`config.mk`:
```
export PLATFORM = sky130hd
export DESIGN_NAME = instr_fetch_unit
export DESIGN_NICKNAME = d
export VERILOG_FILES = /design/src/rtl/instr_fetch_unit.sv
export SDC_FILE = /design/constraint.sdc
export NUM_CORES = 1
export LEC_CHECK = 0
export BUFFER_PORTS_ARGS = -buffer_cell sky130_fd_sc_hd__buf_2
export CAP_MARGIN = 20
export CORE_MARGIN = 2
export CORE_UTILIZATION = 35
export CTS_BUF_LIST = sky130_fd_sc_hd__clkbuf_16
export CTS_CLUSTER_DIAMETER = 200
export DETAILED_ROUTE_END_ITERATION = 8
export GPL_TIMING_DRIVEN = 0
export HOLD_SLACK_MARGIN = 0.08
export PLACE_DENSITY = 0.59
export SKIP_CTS_REPAIR_TIMING = 1
export SLEW_MARGIN = 20
export SYNTH_ARGS = -nofsm -noshare
export SYNTH_HDL_FRONTEND = slang
export SYNTH_SLANG_ARGS = --single-unit
export TNS_END_PERCENT = 10
```
`constraint.sdc`:
```
create_clock -name clk -period 2.7 [get_ports clk]
set_input_delay 0.405 -clock clk [delete_from_list [all_inputs] [get_ports clk]]
set_output_delay 0.405 -clock clk [all_outputs]
set_load 0.05 [all_outputs]
```
`src/rtl/instr_fetch_unit.sv`:
```
// Instruction fetch stage: owns the PC, fetches words over a req/ack memory port and
// hands {instruction, pc} to the decoder over valid/ready, with redirect-driven flushing.
module instr_fetch_unit #(
  parameter int unsigned          ADDR_W   = 32,
  parameter logic [ADDR_W-1:0]    RESET_PC = '0
) (
  input  logic              clk,
  input  logic              reset_n,
  output logic              imem_req,
  output logic [ADDR_W-1:0] imem_addr,
  input  logic              imem_ack,
  input  logic [31:0]       imem_rdata,
  output logic [31:0]       instruction,
  output logic [ADDR_W-1:0] pc,
  output logic              inst_valid,
  input  logic              dec_ready,
  input  logic              redirect,
  input  logic [ADDR_W-1:0] redirect_pc
);

  typedef enum logic [1:0] {
    IDLE  = 2'd0,
    FETCH = 2'd1,
    ISSUE = 2'd2,
    DRAIN = 2'd3
  } state_e;

  state_e            state_q;
  logic [ADDR_W-1:0] pc_q;
  logic              imem_req_q;
  logic [ADDR_W-1:0] imem_addr_q;
  logic [31:0]       instruction_q;
  logic [ADDR_W-1:0] pc_out_q;
  logic              inst_valid_q;

  logic [ADDR_W-1:0] npc_d;
  logic [ADDR_W-1:0] pc_inc_d;

  // Redirect targets are word-aligned; the low two bits are simply masked off.
  assign npc_d    = redirect_pc & ~ADDR_W'(3);
  assign pc_inc_d = pc_q + ADDR_W'(4);

  // NOTE: every register, including the held instruction word, sits on the async reset and
  // is written with non-blocking assignments so all state updates see pre-edge values.
  always_ff @(posedge clk or negedge reset_n) begin
    if (!reset_n) begin
      state_q       <= IDLE;
      pc_q          <= RESET_PC;
      imem_req_q    <= 1'b0;
      imem_addr_q   <= RESET_PC;
      instruction_q <= '0;
      pc_out_q      <= '0;
      inst_valid_q  <= 1'b0;
    end else begin
      unique case (state_q)
        IDLE: begin
          if (redirect) begin
            pc_q <= npc_d;
          end else begin
            imem_req_q  <= 1'b1;
            imem_addr_q <= pc_q;
            state_q     <= FETCH;
          end
        end

        FETCH: begin
          if (redirect) begin
            pc_q <= npc_d;
            if (imem_ack) begin
              // Wrong-path word arrives with the redirect: drop it and refetch at once.
              imem_addr_q <= npc_d;
            end else begin
              state_q <= DRAIN;
            end
          end else if (imem_ack) begin
            instruction_q <= imem_rdata;
            pc_out_q      <= pc_q;
            inst_valid_q  <= 1'b1;
            pc_q          <= pc_inc_d;
            imem_req_q    <= 1'b0;
            state_q       <= ISSUE;
          end
        end

        ISSUE: begin
          if (redirect) begin
            inst_valid_q <= 1'b0;
            pc_q         <= npc_d;
            imem_addr_q  <= npc_d;
            imem_req_q   <= 1'b1;
            state_q      <= FETCH;
          end else if (dec_ready) begin
            inst_valid_q <= 1'b0;
            imem_addr_q  <= pc_q;
            imem_req_q   <= 1'b1;
            state_q      <= FETCH;
          end
        end

        DRAIN: begin
          // The outstanding request must complete before a new address can be issued.
          if (redirect) begin
            pc_q <= npc_d;
          end
          if (imem_ack) begin
            imem_addr_q <= redirect ? npc_d : pc_q;
            state_q     <= FETCH;
          end
        end

        default: state_q <= IDLE;
      endcase
    end
  end

  assign imem_req    = imem_req_q;
  assign imem_addr   = imem_addr_q;
  assign instruction = instruction_q;
  assign pc          = pc_out_q;
  assign inst_valid  = inst_valid_q;

endmodule
```
[Word level (Yosys, flattened, before mapping)]
Cells that the tools add are included.
Operators by class
  bitwise logic cells: 1
  reduce and logical (&&, ||, !) cells: 9
  add/sub/neg operators: 1
  equality and inequality tests: 11
  mux-type cells: 30
Operator list (count)
  2-to-1 mux 32 bit: 9
  case mux 32 bit (4 select lines): 1
  case mux 32 bit (2 select lines): 1
  adder 32 x 3 -> 32 bit, second input constant: 1
  AND reduction 5 bit: 3
  2-to-1 mux 2 bit: 7
  inequality test 2 bit, second input constant: 5
  2-to-1 mux 1 bit: 9
  inequality test 3 bit, second input constant: 3
  case mux 2 bit (4 select lines): 1
  == test 2 bit, second input constant: 2
  AND reduction 4 bit: 1
  case mux 1 bit (3 select lines): 1
  AND reduction 3 bit: 1
  nonzero test 3 bit: 1
  OR reduction 3 bit: 1
  == test 2 x 1 -> 1 bit, second input constant: 1
  logical NOT 2 bit: 1
  case mux 1 bit (2 select lines): 1
  nonzero test 2 bit: 1
  NOT 1 bit: 1
Storage, ports and cells
  register bits after elaboration: 132
  input port bits: 69

[Longest topological paths before layout]
Gate-level depths: netlist of run 1.
  depth after elaboration: 4
  depth in mapped cells: 8
  gate-level depth less buffers: 5

[Worst setup path before layout of run 1]
No wires, ideal clock.
  path type: flip-flop to flip-flop
  start point: register state_q[1]
  end point: register pc_q[30]
  data required time: 2576 ps
  path slack: 516 ps
  buffers on the path: 2
  data arrival time: 2060 ps
  cell stages (with the launch flop): 8
  period minus slack after synthesis: 2184 ps
  path through: dfrtp_1 > buf_4 > or3b_1 > clkbuf_1 > or3_1 > or3_4 > o211a_1 > a211o_1
On the way
  cells in the longest elaborated chain, start to end: 3
RTL lines
  from (decl): RTL line 28  | state_e state_q;
  from (signal assigned): RTL line 47  | state_q <= IDLE;
  from (signal assigned): RTL line 62  | state_q <= FETCH;
  from (signal assigned): RTL line 73  | state_q <= DRAIN;
  == test 2 bit or logical NOT 2 bit (tied branches): RTL line 55  | unique case (state_q)
  OR reduction 3 bit (no line)
  case mux 32 bit (2 select lines): RTL line 55
  to (signal assigned): RTL line 58  | pc_q <= npc_d;
  to (signal assigned): RTL line 68  | pc_q <= npc_d;
  to (signal assigned): RTL line 79  | pc_q <= pc_inc_d;
  to (decl): RTL line 29  | logic [ADDR_W-1:0] pc_q;
Parallel ways exist; a longest one is shown, timed or not.
A chain may end at the register's enable or synchronous reset.

[Worst setup path after layout of run 1]
  start point: register state_q[1]
  end point: register instruction_q[12], in the netlist instruction[12]
On the way
  cells in the longest elaborated chain, start to end: 2
RTL lines
  == test 2 x 1 -> 1 bit: RTL line 55
  AND reduction 3 bit (no line)
  to (signal assigned): RTL line 76  | instruction_q <= imem_rdata;
  to (decl): RTL line 32  | logic [31:0] instruction_q;
Every way passes these cells.

==> out/results.ini, run 1 <==
[drt]
ant_nets = 0
vias_per_cell = 4.93
wl_mm = 17.5
vias = 5274
wire_per_inst_um = 16.4
firstDrtPassIters = 4
drtIter0Drc = 347
drt_drc_violations_left = 0

[clock_network]
cts-root-buf = clkbuf_16
clock-sinks = 132
cts.clk_slew.worst_paths_ns = 0.06
cts_buffers = 17
clock_latency_ns = 0.42
cts_tree = built
cts_buffer_depth = 2
htree_levels = 4

[cells_and_area]
finalNonFillerCells = 1069
final_util = 0.461
area_delta_synth_final_pct = 28.9
drive_gt1_frac = 0.238
fin_nets = 905

[sta]
slew_violations = 0
rsz0062_at_grt = false
setup_viol = 0
max_freq_ghz = 0.400
min_period_over_period = 0.925
slew_headroom = 0.354
hold_slack_ns = 0.172
final-hold-violation-count = 0
tightest_slew_ns = 0.968
fin_crit_ns = 2.50
fin_worst_skew_ns = 0.00705

[run_status]
status = finished clean

[setup_path]
end_kind = register
start_kind = register
ff2ff_setup_slack_ns = 0.20
crit_required_ns = 3.05
crit_arrival_ns = 2.85
cpPeakStageDelay_ns = 0.41
rr_worst_depth = 8
critPathMaxFanout = 10
cp_slowest_cell = buf_1
path_cells = buf_4, or3b_1, clkbuf_1, nor2_2, clkbuf_1, buf_1, nand2_1, nand2_1
crit_type = register to register
r2r_start = state_q[1]
r2r_end = instruction[12]

[synth]
synthFlopType = dfrtp_1
yosys.area.top_type = dfrtp_1
yosysTopAreaCellShare = 0.557
async_reset_ff_frac = 1.00
synth_cell_types = 51
synth_area_per_cell_um2 = 9.10
synth_edf_count = 0
synth_common_cells = 217 x nand2_1, 132 x dfrtp_1, 44 x nor2_1
ys_warn_count = 0
synth_most_common_cell = nand2_1
synthesis.nets = 721
synthTopCellsByArea = dfrtp_1 56%, nand2_1 14%, mux2i_1 5.1%, a21oi_1 3.3%, nor2_1 2.8%
yosysSeqAreaShare = 0.557
syn-cell-area_um2 = 5930
syn_inst = 651
ys_seq_elements = 132

[global_routing]
grt.total_usage = 0.199
grt_overflow = 0
grt_pass1_wl_mm = 27.7
use_met1 = 0.281
grt_max_degree = 97
antenna_found_initial = 0
grt_pass1_vias = 5087
gr-usage-met3 = 0.0480
met2_usage = 0.310
top_usage_layer = met2

[floorplan]
die_height_um = 134
ios = 167
start_util = 0.357
core_area_um2 = 16600
num_rows = 47
die_w_um = 134
die-area_um2 = 18000

[flow_run]
maxCapViolCount = 0

[power]
finalPower_mw = 9.31
p_per_area_nw_per_um2 = 1220
ir_drop_mv = 0.532
power_leakage_nw = 3.75

[placement]
numPortBuffers = 163
placed_cells = 1035
routabilityCongestion = 0.831
dp_hpwl_mm = 12.4

[worst_hold_path]
min_to = instruction[9]
hold_class = input pin to register
hold_depth = 3
min_from = imem_rdata[9]

power by group:
| part | internal [mW] | total, mW | switching, mW |
|---|---|---|---|
| Combinational | 0.895 | 4.08 | 3.19 |
| Clock | 1.35 | 2.24 | 0.889 |
| Sequential | 2.63 | 2.99 | 0.364 |
| Total | 4.87 | 9.31 | 4.44 |
through the flow:
step           setup TNS, ns  cell area [µm²]  setup slack [ns]
2_1_floorplan              0             5930             0.516
6_report                   0             7640             0.202
5_1_grt                    0             7630            0.0353
3_3_place_gp          -90.13             7020            -0.693
4_1_cts                    0             7620           0.00656
3_5_place_dp          -0.101             7060           -0.0282
placed cells by master, fill, tap and decap left out, types with 10 or more instances in the layout:
master and count:
buf_2 163, nand2_1 217, nand4_1 10, inv_1 13
clkbuf_1 36, nor2_1 43, o21ai_0 26, clkbuf_16 17
mux2i_1 30, dfrtp_1 132, a21oi_1 39
per-layer routing:
layer	share of wire	wire [µm]
met1	0.45	7890
met2	0.48	8330
met3	0.060	1040
met4	0.014	238
met5	0	0
worst max path at each step:
stage               startpoint  cells after the start  slack (ns)         endpoint
detailed placement    redirect                      8       -0.03  instruction[12]
CTS                 state_q[1]                      8       0.007  instruction[12]
global route        state_q[0]                      6        0.04     imem_addr[8]
finish              state_q[1]                      8        0.20  instruction[12]
global placement       reset_n                      1       -0.69            pc[6]
floorplan           state_q[1]                      7        0.52         pc_q[30]
critical path: cells and delay by family (launching register included):
kind	cells	cell delay [ns]
buffers and inverters	4	1.14
DFF	1	0.36
and+or+nand+nor	4	0.93
area by class of cell:
type,count,area (µm²)
diodes,1,2.50
plain buffers,40,155
clock buffers,17,425
clock inverters,15,141
fillers,1691,8950
inverters,12,45.0
multi-input cells,467,2430
flip-flops and latches,132,3300
well taps,220,275
repair buffers,165,863
logic make-up after synthesis:
group | share of synthesized area
buffers and inverters | 0.0338
AND/OR/NAND/NOR | 0.238
XOR/XNOR | 0.0118
adder cells (fa/ha/maj) | 0.00211
AO/OA/AOI/OAI | 0.106
flip-flops | 0.557
multiplexers | 0.0507
state kept, by name, summed over array words and instances, names as in the netlist:
register / cells
pc_q: 32
state_q: 2
instruction: 32
imem_addr: 32
inst_valid: 1
imem_req: 1
pc: 32
Note: power is estimated with default switching activity, not from simulation.
==> inputs of run 2 (changes only) <==
- CTS_BUF_LIST: sky130_fd_sc_hd__clkbuf_16 -> sky130_fd_sc_hd__clkbuf_4 sky130_fd_sc_hd__clkbuf_8
==> out/results.ini, run 2 (synthesized netlist as in run 1, its figures left out) <==
[floorplan]
ios = 167
die-area_um2 = 18000
start_util = 0.357
core_area_um2 = 16600
num_rows = 47
die_height_um = 134
die_w_um = 134

[drt]
firstDrtPassIters = 5
ant_nets = 0
vias_per_cell = 4.89
drtIter0Drc = 313
wire_per_inst_um = 16.3
drt_drc_violations_left = 0
wl_mm = 17.4
vias = 5228

[cells_and_area]
final_util = 0.450
nFillCells = 1713
fin_nets = 905
regArea_um2 = 3300
drive_gt1_frac = 0.241
multi_input_area_um2 = 2430
design_area_um2 = 7460
final_cell_mix = 217 x nand2_1, 163 x buf_2, 132 x dfrtp_1
area_delta_synth_final_pct = 25.9
layout_commonest_cell = nand2_1

[power]
ir_drop_mv = 0.657
p_per_area_nw_per_um2 = 1170
power_leakage_nw = 3.67

[flow_run]
maxCapViolCount = 0

[worst_hold_path]
min_to = instruction[9]
hold_depth = 3
min_from = imem_rdata[9]
hold_class = input pin to register

[setup_path]
rr_worst_depth = 5
end_kind = register
crit_required_ns = 3.01
start_kind = register
crit_type = register to register
critPathMaxFanout = 10
r2r_start = state_q[0]
crit_arrival_ns = 2.82
ff2ff_setup_slack_ns = 0.19
r2r_end = imem_addr[16]

[global_routing]
grt_overflow = 0
grt_max_degree = 97
grt_pass1_vias = 5055
antenna_found_initial = 0
grt_pass1_wl_mm = 27.5
grt.total_usage = 0.199

[sta]
rsz0062_at_grt = false
fin_worst_skew_ns = 0.0103
setup_viol = 0
slew_headroom = 0.331
slew_violations = 0
tightest_slew_ns = 1.00
min_period_over_period = 0.931
max_freq_ghz = 0.398
final-hold-violation-count = 0
hold_slack_ns = 0.133
fin_crit_ns = 2.51

[clock_network]
cts_tree = built
htree_levels = 4
clock_latency_ns = 0.45
cts.clk_slew.worst_paths_ns = 0.08
cts-root-buf = clkbuf_8
clock-sinks = 132
cts_buffers = 17
cts_buffer_depth = 2

[placement]
dpl_cell_area_um2 = 7060
numPortBuffers = 163
routabilityCongestion = 0.831
dp_hpwl_mm = 12.4

[run_status]
status = finished clean

-- run 2: cell count changes in the layout (fill, tap and decap cells not counted), sizes merged --
cell    change
clkbuf      +2
clkinv      -1
inv         -1
-- run 2: per-stage QoR --
step	setup slack, ns	instances	TNS [ns]	total power [mW]
CTS	0.00647	1067	0	8.83
detailed placement	-0.0282	1035	-0.101	7.14
global route	0.0209	1068	0	9.21
finish	0.186	1069	0	8.73
global placement	-0.693	1034	-90.13	7.08
floorplan	0.516	651	0	6.03
-- run 2: worst max-delay path by stage --
stage	slack [ns]	start	to
final	0.19	state_q[0]	imem_addr[16]
after global routing	0.02	state_q[0]	imem_addr[8]
after CTS	0.006	state_q[1]	instruction[18]
after detailed placement	-0.03	redirect	instruction[12]
after global placement	-0.69	reset_n	pc[6]
after floorplan	0.52	state_q[1]	pc_q[30]
-- run 2: layer usage --
layer | up-vias | track usage | part of all wire
met2 | 161 | 0.307 | 0.48
met1 | 2485 | 0.278 | 0.45
met3 | 17 | 0.0438 | 0.060
li1 | 2565 | - | -
met5 | - | 0 | 0
met4 | 0 | 0.0725 | 0.014
-- run 2: power breakdown --
part	switching (mW)	internal (mW)
Sequential	0.362	2.62
Combinational	3.19	0.895
Clock	0.812	0.850
-- run 2: area by class of cell --
class / instances / area share
Clock inverter: 13 / 0.0179
Buffer: 40 / 0.0208
Tap cell: 220 / 0.0369
Inverter: 12 / 0.00604
Multi-Input combinational cell: 467 / 0.325
Timing Repair Buffer: 165 / 0.116
Antenna cell: 1 / 0.000335
Clock buffer: 19 / 0.0342
Sequential cell: 132 / 0.443
-- run 2: worst max-delay path, cell delays in order (launching register included) --
cell and delay (ns):
dfrtp_1 0.45, nor2b_1 0.21, a21oi_1 0.63, clkbuf_1 0.57
mux2i_1 0.38, a21oi_1 0.13
